File: src/rtl/shift_win_pkg.sv
`default_nettype none
// ============================================================================
// shift_win_pkg : shared helpers for the multi-channel window shifter
// Rev 1.0
// ============================================================================
package shift_win_pkg;

    function automatic int clog2(input int n);
        int r;
        r = 0;
        while ((1 << r) < n) r++;
        return r;
    endfunction

    function automatic int lane_lsb(input int k, input int w);
        return k * w;
    endfunction

    function automatic logic [63:0] sat_pos(input int w);
        return (64'd1 << (w - 1)) - 64'd1;
    endfunction

    function automatic logic [63:0] sat_neg(input int w);
        return ~sat_pos(w);
    endfunction

endpackage
`default_nettype wire

File: src/rtl/shift_win_lane.sv
`default_nettype none
// ============================================================================
// shift_win_lane : one channel's round (stage 1) and window/saturate (stage 2)
// Rev 1.0
// ============================================================================
module shift_win_lane
    import shift_win_pkg::*;
#(
    parameter int L_width    = 32,
    parameter int S_width    = 16,
    parameter int Shift_word = 5
) (
    input  logic                      i_clkp,
    input  logic                      i_rstn,
    input  logic                      i_s1_en,
    input  logic                      i_s2_en,
    input  logic signed [L_width-1:0] i_x,
    input  logic [Shift_word-1:0]     i_sh,
    input  logic                      i_rnd_en,
    input  logic                      i_sat_en,
    output logic [S_width-1:0]        o_y,
    output logic                      o_ovf
);

    localparam int                 WX      = L_width + 1;
    localparam logic [S_width-1:0] SAT_POS = S_width'(sat_pos(S_width));
    localparam logic [S_width-1:0] SAT_NEG = S_width'(sat_neg(S_width));

    logic signed [WX-1:0]     rnd_add;
    logic signed [WX-1:0]     s1_x_d;
    logic signed [WX-1:0]     s1_x_q;
    logic [Shift_word-1:0]    s1_sh_q;
    logic signed [WX-1:0]     shifted;
    logic [WX-S_width:0]      upper;
    logic                     ovf_d;
    logic [S_width-1:0]       y_d;
    logic [S_width-1:0]       y_q;
    logic                     ovf_q;

    // One extra bit of headroom keeps the rounding add from wrapping.
    always_comb begin
        rnd_add = '0;
        if (i_rnd_en && (i_sh != '0)) begin
            rnd_add = WX'(1) << (i_sh - 1'b1);
        end
        s1_x_d = {i_x[L_width-1], i_x} + rnd_add;
    end

    always_ff @(posedge i_clkp or negedge i_rstn) begin
        if (!i_rstn) begin
            s1_x_q  <= '0;
            s1_sh_q <= '0;
        end else if (i_s1_en) begin
            s1_x_q  <= s1_x_d;
            s1_sh_q <= i_sh;
        end
    end

    // Everything from the window MSB upward must agree for the value to fit.
    always_comb begin
        shifted = s1_x_q >>> s1_sh_q;
        upper   = shifted[WX-1:S_width-1];
        ovf_d   = i_sat_en && !((&upper) || !(|upper));
        y_d     = shifted[S_width-1:0];
        if (ovf_d) begin
            y_d = s1_x_q[WX-1] ? SAT_NEG : SAT_POS;
        end
    end

    always_ff @(posedge i_clkp or negedge i_rstn) begin
        if (!i_rstn) begin
            y_q   <= '0;
            ovf_q <= 1'b0;
        end else if (i_s2_en) begin
            y_q   <= y_d;
            ovf_q <= ovf_d;
        end
    end

    assign o_y   = y_q;
    assign o_ovf = ovf_q;

endmodule
`default_nettype wire

File: src/rtl/shift_window_rs.sv
`default_nettype none
// ============================================================================
// shift_window_rs : N-channel signed window shifter, 2-stage valid/ready pipe
// Rev 1.0
// ============================================================================
module shift_window_rs
    import shift_win_pkg::*;
#(
    parameter  int L_width    = 32,
    parameter  int S_width    = 16,
    parameter  int N_ch       = 2,
    parameter  int Shift_word = 5,
    localparam int CH_W       = (clog2(N_ch) > 0) ? clog2(N_ch) : 1
) (
    input  logic                      i_clkp,
    input  logic                      i_rstn,
    input  logic                      i_valid,
    output logic                      o_ready,
    input  logic [N_ch*L_width-1:0]   i_data,
    output logic                      o_valid,
    input  logic                      i_ready,
    output logic [N_ch*S_width-1:0]   o_data,
    output logic [N_ch-1:0]           o_ovf,
    output logic [N_ch-1:0]           o_ovf_sticky,
    input  logic                      i_ovf_clr,
    input  logic                      i_rnd_en,
    input  logic                      i_sat_en,
    input  logic                      i_cfg_we,
    input  logic [CH_W-1:0]           i_cfg_ch,
    input  logic [Shift_word-1:0]     i_cfg_shift,
    input  logic                      i_cfg_commit,
    output logic                      o_cfg_err
);

    localparam logic [Shift_word-1:0] SH_MAX = Shift_word'(L_width - S_width);

    logic                  s1_valid_q;
    logic                  s2_valid_q;
    logic                  s1_adv;
    logic                  s2_adv;
    logic                  s1_load;
    logic                  s2_load;
    logic [Shift_word-1:0] shadow_d [N_ch];
    logic [Shift_word-1:0] shadow_q [N_ch];
    logic [Shift_word-1:0] active_d [N_ch];
    logic [Shift_word-1:0] active_q [N_ch];
    logic [Shift_word-1:0] sh_clip;
    logic                  ch_ok;
    logic                  err_set;
    logic                  cfg_err_d;
    logic                  cfg_err_q;
    logic [N_ch-1:0]       sticky_d;
    logic [N_ch-1:0]       sticky_q;

    assign s2_adv  = ~s2_valid_q | i_ready;
    assign s1_adv  = ~s1_valid_q | s2_adv;
    assign s1_load = s1_adv & i_valid;
    assign s2_load = s2_adv & s1_valid_q;
    assign o_ready = s1_adv;
    assign o_valid = s2_valid_q;

    always_ff @(posedge i_clkp or negedge i_rstn) begin
        if (!i_rstn) begin
            s1_valid_q <= 1'b0;
            s2_valid_q <= 1'b0;
        end else begin
            if (s1_adv) s1_valid_q <= i_valid;
            if (s2_adv) s2_valid_q <= s1_valid_q;
        end
    end

    assign ch_ok   = int'(i_cfg_ch) < N_ch;
    assign sh_clip = (i_cfg_shift > SH_MAX) ? SH_MAX : i_cfg_shift;
    assign err_set = i_cfg_we && (!ch_ok || (i_cfg_shift > SH_MAX));

    // Commit reads shadow_d so a same-cycle write is folded into the commit.
    always_comb begin
        for (int k = 0; k < N_ch; k++) begin
            shadow_d[k] = shadow_q[k];
            if (i_cfg_we && (int'(i_cfg_ch) == k)) shadow_d[k] = sh_clip;
            active_d[k] = i_cfg_commit ? shadow_d[k] : active_q[k];
        end
        cfg_err_d = (i_ovf_clr ? 1'b0 : cfg_err_q) | err_set;
        sticky_d  = (i_ovf_clr ? '0 : sticky_q) | ({N_ch{s2_valid_q & i_ready}} & o_ovf);
    end

    always_ff @(posedge i_clkp or negedge i_rstn) begin
        if (!i_rstn) begin
            for (int k = 0; k < N_ch; k++) begin
                shadow_q[k] <= '0;
                active_q[k] <= '0;
            end
            cfg_err_q <= 1'b0;
            sticky_q  <= '0;
        end else begin
            for (int k = 0; k < N_ch; k++) begin
                shadow_q[k] <= shadow_d[k];
                active_q[k] <= active_d[k];
            end
            cfg_err_q <= cfg_err_d;
            sticky_q  <= sticky_d;
        end
    end

    assign o_cfg_err    = cfg_err_q;
    assign o_ovf_sticky = sticky_q;

    generate
        for (genvar k = 0; k < N_ch; k++) begin : g_lane
            shift_win_lane #(
                .L_width    (L_width),
                .S_width    (S_width),
                .Shift_word (Shift_word)
            ) u_lane (
                .i_clkp   (i_clkp),
                .i_rstn   (i_rstn),
                .i_s1_en  (s1_load),
                .i_s2_en  (s2_load),
                .i_x      (i_data[lane_lsb(k, L_width) +: L_width]),
                .i_sh     (active_q[k]),
                .i_rnd_en (i_rnd_en),
                .i_sat_en (i_sat_en),
                .o_y      (o_data[lane_lsb(k, S_width) +: S_width]),
                .o_ovf    (o_ovf[k])
            );
        end
    endgenerate

endmodule
`default_nettype wire

File: config.mk
export PLATFORM = sky130hd
export DESIGN_NAME = shift_window_rs
export DESIGN_NICKNAME = d
export VERILOG_FILES = /design/src/rtl/shift_win_pkg.sv /design/src/rtl/shift_win_lane.sv /design/src/rtl/shift_window_rs.sv
export SDC_FILE = /design/constraint.sdc
export NUM_CORES = 1
export LEC_CHECK = 0
export BUFFER_PORTS_ARGS = -buffer_cell sky130_fd_sc_hd__buf_2
export CAP_MARGIN = 5
export CORE_MARGIN = 4
export CORE_UTILIZATION = 60
export CTS_BUF_LIST = sky130_fd_sc_hd__clkbuf_2
export DETAILED_ROUTE_END_ITERATION = 10
export PLACE_DENSITY = 0.81
export SLEW_MARGIN = 40
export SYNTH_ARGS = -nofsm -noshare
export SYNTH_HDL_FRONTEND = slang
export SYNTH_SLANG_ARGS = --single-unit
File: constraint.sdc
create_clock -name i_clkp -period 8.3 [get_ports i_clkp]
set_input_delay 0.83 -clock i_clkp [delete_from_list [all_inputs] [get_ports i_clkp]]
set_output_delay 0.83 -clock i_clkp [all_outputs]
set_load 0.005 [all_outputs]
Yosys cells after proc, flatten, opt, wreduce, memory -nomap -nowiden
Cells that the tools add are included.

Memory bits (writable): 0. Memory bits (read-only): 0. Bits in latches: 0. Bits in registers: 135. Memories: 0. Input port bits: 79.

Muxes and demuxes: 11. Reduce and logical (&&, ||, !) cells: 19. Shift-type cells: 4. Multiply operators: 0. Bitwise operators: 11. $add $sub $neg: 4. Eq/ne operators: 0. Magnitude comparators: 1. Divide/modulo/power cells: 0.

Operators by type and width (number): $add 33x33->33 (2); $mux 33 (2); $shl 1x5->33 const A (2); $sshr 33x5->33 (2); $mux 16 (4); $reduce_and 18->1 (2); $reduce_or 18->1 (2); $mux 5 (3); $reduce_bool 5->1 (2); $sub 5x1->5 const B (2); $logic_and 1x1->1 (7); $gt 5x5->1 const B (1); $logic_not 1->1 (4); $and 1x1->1 (3); $not 1->1 (3); $or 1x1->1 (3); $and 2x2->2 (1); $logic_or 1x1->1 (2); $mux 2 (1); $or 2x2->2 (1); $mux 1 (1).

Longest topological paths before layout
Depth in word-level cells: 7. Gate-level depth with buffers: 17. Depth with buffers taken out: 16.

Modules after synthesis
From an unflattened synthesis, not the netlist that was laid out.

Cell total of the unflattened synthesis: 1402. Area, all modules: 12759.7 µm².

Modules (own cells, without submodules): shift_win_lane at g_lane[1].u_lane (cells an instance 672, area each 5918.2 µm², seq. area each 1376.3 µm², instances 1); shift_win_lane at g_lane[0].u_lane (cells an instance 662, area each 5798.1 µm², seq. area each 1376.3 µm², instances 1); shift_window_rs (cells an instance 68, area each 1043.5 µm², seq. area each 625.6 µm², instances 1).

Least setup slack after synthesis
Ideal clock, no wire load.

Path kind: register to register. From: reg active_q[1] (netlist name). To: reg g_lane[1].u_lane.s1_x_q[31]. Arrival time: 3870 ps. Data required time: 8165 ps. Stages on the path, launching flop included: 16. Clock period less this slack: 4006 ps. Slack: 4294 ps. Path through: dfrtp_1 > clkbuf_1 > nor2_1 > ha_1 > or3b_2 > nor2_1 > ha_1 > a21o_1 > a31o_2 > a221o_1 > a22o_1 > o31ai_1 > o21ai_0 > o31ai_1 > mux2i_1 > o211ai_1.

Cells in the longest elaborated chain, start to end: 4. Elaborated cells on any way between the ends: 6. Those cells by class: add/sub: 2; shift: 1; mux: 1; reduce/logical: 2.

RTL lines: start: declaration (line shift_window_rs.sv:46) `logic [Shift_word-1:0] active_q [N_ch];`; start signal: indexed assignment (line shift_window_rs.sv:98) `active_q[k] <= active_d[k];`; $sub 5x1->5 or $reduce_bool 5->1 (tied branches) (line shift_win_lane.sv:44, shift_win_lane.sv:43); $shl 1x5->33 or $logic_and 1x1->1 (tied branches) (line shift_win_lane.sv:44, shift_win_lane.sv:43); $mux 33 (*) (line shift_win_lane.sv:43) `if (i_rnd_en && (i_sh != '0)) begin`; $add 33x33->33 (*) (line shift_win_lane.sv:46) `s1_x_d = {i_x[L_width-1], i_x} + rnd_add;`; end signal: assignment (line shift_win_lane.sv:51) `s1_x_q <= '0;`; end signal: assignment (line shift_win_lane.sv:54) `s1_x_q <= s1_x_d;`; end: declaration (line shift_win_lane.sv:31) `logic signed [WX-1:0] s1_x_q;`.

Every way passes the cells marked *; elsewhere a longest branch is shown, timed or not. A chain may end at the register's enable or synchronous reset.

Final worst setup path
Ends and elaborated chain as after synthesis.

==> impl_results.md <==
* PostCTS Resize Cnt at 0
* RSZ-0062 raised after global routing: false
* LEAKAGE at just over 6 nW
* Layout cells sized above 1 at 0.172
* Total GRT Usage at 0.278
* Mean Syn Cell Area at between 8 and 9 sq um
* CP Depth at 14
* Final Util at 0.657
* Cell family with most CP delay: compound AO/OA/AOI/OAI gates
* Part of the cycle the worst path needs at 0.526
* Die height at 153 um
* R2R depth at 14
* Number of global-route vias before repair at approximately 10000
* YS warnings at 0
* Worst-path cell chain: nor2_1, ha_1, or3b_2, nor2_1, ha_1, a21o_1, a31o_2, a221o_1, a22o_1, o31ai_1, o21ai_0, o31ai_1, mux2i_1, o211ai_1
* Vias at between 10000 and 15000
* DRC at 0
* Inst Count DP at 1806
* Synth Flop Type: dfrtp_1
* Reg2reg setup slack at between 3000 and 4000 ps
* Placed cell areas at around 0.013 sq mm
* Area growth from synthesis to layout at 6.44%
* Horiz. Die Dim at 153 um
* Synth cell types at 81
* VDD IR max at ~92 uV
* Final Hold Viols at 0
* Post-synth ARST share at 1.00
* Die footprint at 0.0234 sq mm
* Grt ovf at 0
* Core area at a little over 0.02 sq mm
* Iteration-0 DRC count of the detailed router at 1193
* Most frequent cells in the layout: nand2_1, o21ai_0, nor2_1, dfrtp_1, buf_2
* Max Cap Violations at 0
* Fillcell total at 1760
* Via density at roughly 6.3
* Pwr Total at 2.65 mW
* Cts bufs inserted at 17
* Count of flip-flops with a built-in enable after synthesis at 0
* Detailed Place HPWL at between 20 and 30 mm
* Post-route minimum period at ~4400 ps
* Final setup vio count at 0
* Hold_ws at 46.9 ps
* Routability cong. at ~0.97
* Crit path capture type: flip-flop
* Setup TNS at 0 ps
* CP peak stage delay at approximately 540 ps
* Commonest non-fill, non-tap cell in the layout: nand2_1
* Starting Density at 0.618
* Clock-pin slew on the worst setup and hold paths at between 200 and 250 ps
* Setup Skew at roughly 45 ps
* Kind of critical path: reg -> reg
* Clock latency on the worst-skew pair at 740 ps
* Cell Pwr Density at 197 mW/mm^2
* Hold crit path type: in -> async
* Slew Limit Fails at 0
* Worst-Margin Slew at 800 ps
* Post-Syn Nets at roughly 1600
* Outcome: completed
* CTS Root Cell: clkbuf_2
* H-tree Lvls at 4
* Final Cell Area at ~0.013 sq mm
* Pin count of the biggest net entering global routing at 130
* ANT nets after route at 0
* WL/cell at around 18 um
* Hold-fix buffers, CTS at 0
* Sink Count at 135
* Post-CTS Setup Inserts at 0
* Synth Cell Area at roughly 0.013 sq mm
* Sequential share of the synthesized area at 0.268
* Max transition margin at 0.466
* Worst r2r src: active_q[1]$_DFFE_PN0P_
* Critical path data required time at between 8000 and 9000 ps
* I/O pin total at roughly 120
* Fmax at roughly 230 MHz
* WP data arrival at between 4000 and 5000 ps
* First-pass GRT wire length at roughly 54 mm
* Rows at 52
* Slowest cell on crit path: or3b_2
* Setup Slack @ Placement at between 4000 and 5000 ps
* Drt first pass iters at 7
* CTS Buffer Depth at 2
* Worst setup path startpoint: active_q[1]$_DFFE_PN0P_
* CP Launch Type: flip-flop
* Register bit count reported by yosys at between 100 and 150
* Setup WS post-layout at approximately 4000 ps
* Synth Instances at roughly 1500
* Nets at approximately 1700
* WP buf/inv at 0
* Final instance count without filler cells at around 1800
* Final wirelength at about 33 mm
* # port buffers at between 100 and 150
* Initial antenna violation count at 1
* TritonCTS clock tree: yes
* Crit Path Max Fanout at 10
## synth_stat cells, types with 27 or more instances
cell type,number,area [sq um]
dfrtp_1,135,3380
inv_1,31,116
nor2_1,146,548
nand2_1,227,852
mux2i_1,83,831
a21o_1,28,210
a21oi_1,66,330
xor2_1,29,254
mux4_2,33,743
mux2_2,46,518
o21ai_0,149,746
clkbuf_1,51,191
nand3_1,27,135
ha_1,68,851
## worst reg2reg max path, delay by kind of cell, from the launching register on
| family | cells | cell delay (ps) |
|---|---|---|
| flip-flops | 1 | 510 |
| adder cells (fa/ha/maj) | 2 | 610 |
| AO/OA/AOI/OAI | 8 | 2030 |
| AND/OR/NAND/NOR | 3 | 860 |
| multiplexers | 1 | 220 |
## area by class of cell
cell class	count	area (sq um)	share of cell area
clock inverter	13	108	0.00801
inverter	35	131	0.00978
clock buffer	19	95.1	0.00708
tap	270	338	0.0252
antenna	1	2.50	0.000186
timing repair buffer	129	689	0.0513
sequential	135	3390	0.252
multi-input combinational	1237	8680	0.646
## state kept, by name, summed over array words and instances (netlist names)
signal                 cells
active_q                  10
g_lane.u_lane.o_ovf        2
g_lane.u_lane.s1_sh_q     10
shadow_q                  10
g_lane.u_lane.s1_x_q      66
g_lane.u_lane.o_y         32
o_valid                    1
o_ovf_sticky               2
s1_valid_q                 1
o_cfg_err                  1
## worst paths after layout
| check | end |
|---|---|
| min in group i_clkp | o_cfg_err$_DFF_PN0_ |
| max reg2reg | g_lane[1].u_lane.s1_x_q[31]$_DFFE_PN0P_ |
| max in group asynchronous | g_lane[1].u_lane.s1_sh_q[1]$_DFFE_PN0P_ |
| min | g_lane[0].u_lane.o_y[10]$_DFFE_PN0P_ |
| max | g_lane[1].u_lane.s1_x_q[31]$_DFFE_PN0P_ |
| min reg2reg | g_lane[0].u_lane.o_y[12]$_DFFE_PN0P_ |
## per-layer routing
layer  wire length [um]  GRT usage  vias up  part of all wire
met5                  0          0        -                 0
met1              16000      0.443     5432              0.48
met3               2740     0.0495       54             0.083
met4                592     0.0709        0             0.018
met2              13700      0.390      513              0.41
li1                   -          -     5617                 -
## report_power, final
group | leakage [nW] | total [mW] | internal (mW) | switching [mW]
Combinational | 4.30 | 1.31 | 0.576 | 0.733
Clock | 0.119 | 0.374 | 0.108 | 0.266
Sequential | 1.64 | 0.966 | 0.798 | 0.168
Total | 6.05 | 2.65 | 1.48 | 1.17
## logic make-up (layout without fill, tap and decap cells)
group,Yosys count,count (layout),synth area share
flops,135,135,0.268
mux,166,166,0.174
other cells,0,1,0
simple gates,533,533,0.194
xor+xnor,55,55,0.0382
compound gates,413,413,0.210
buf+inv,124,196,0.0452
fa+ha+maj,70,70,0.0706
Note: power is estimated with default switching activity, not from simulation.
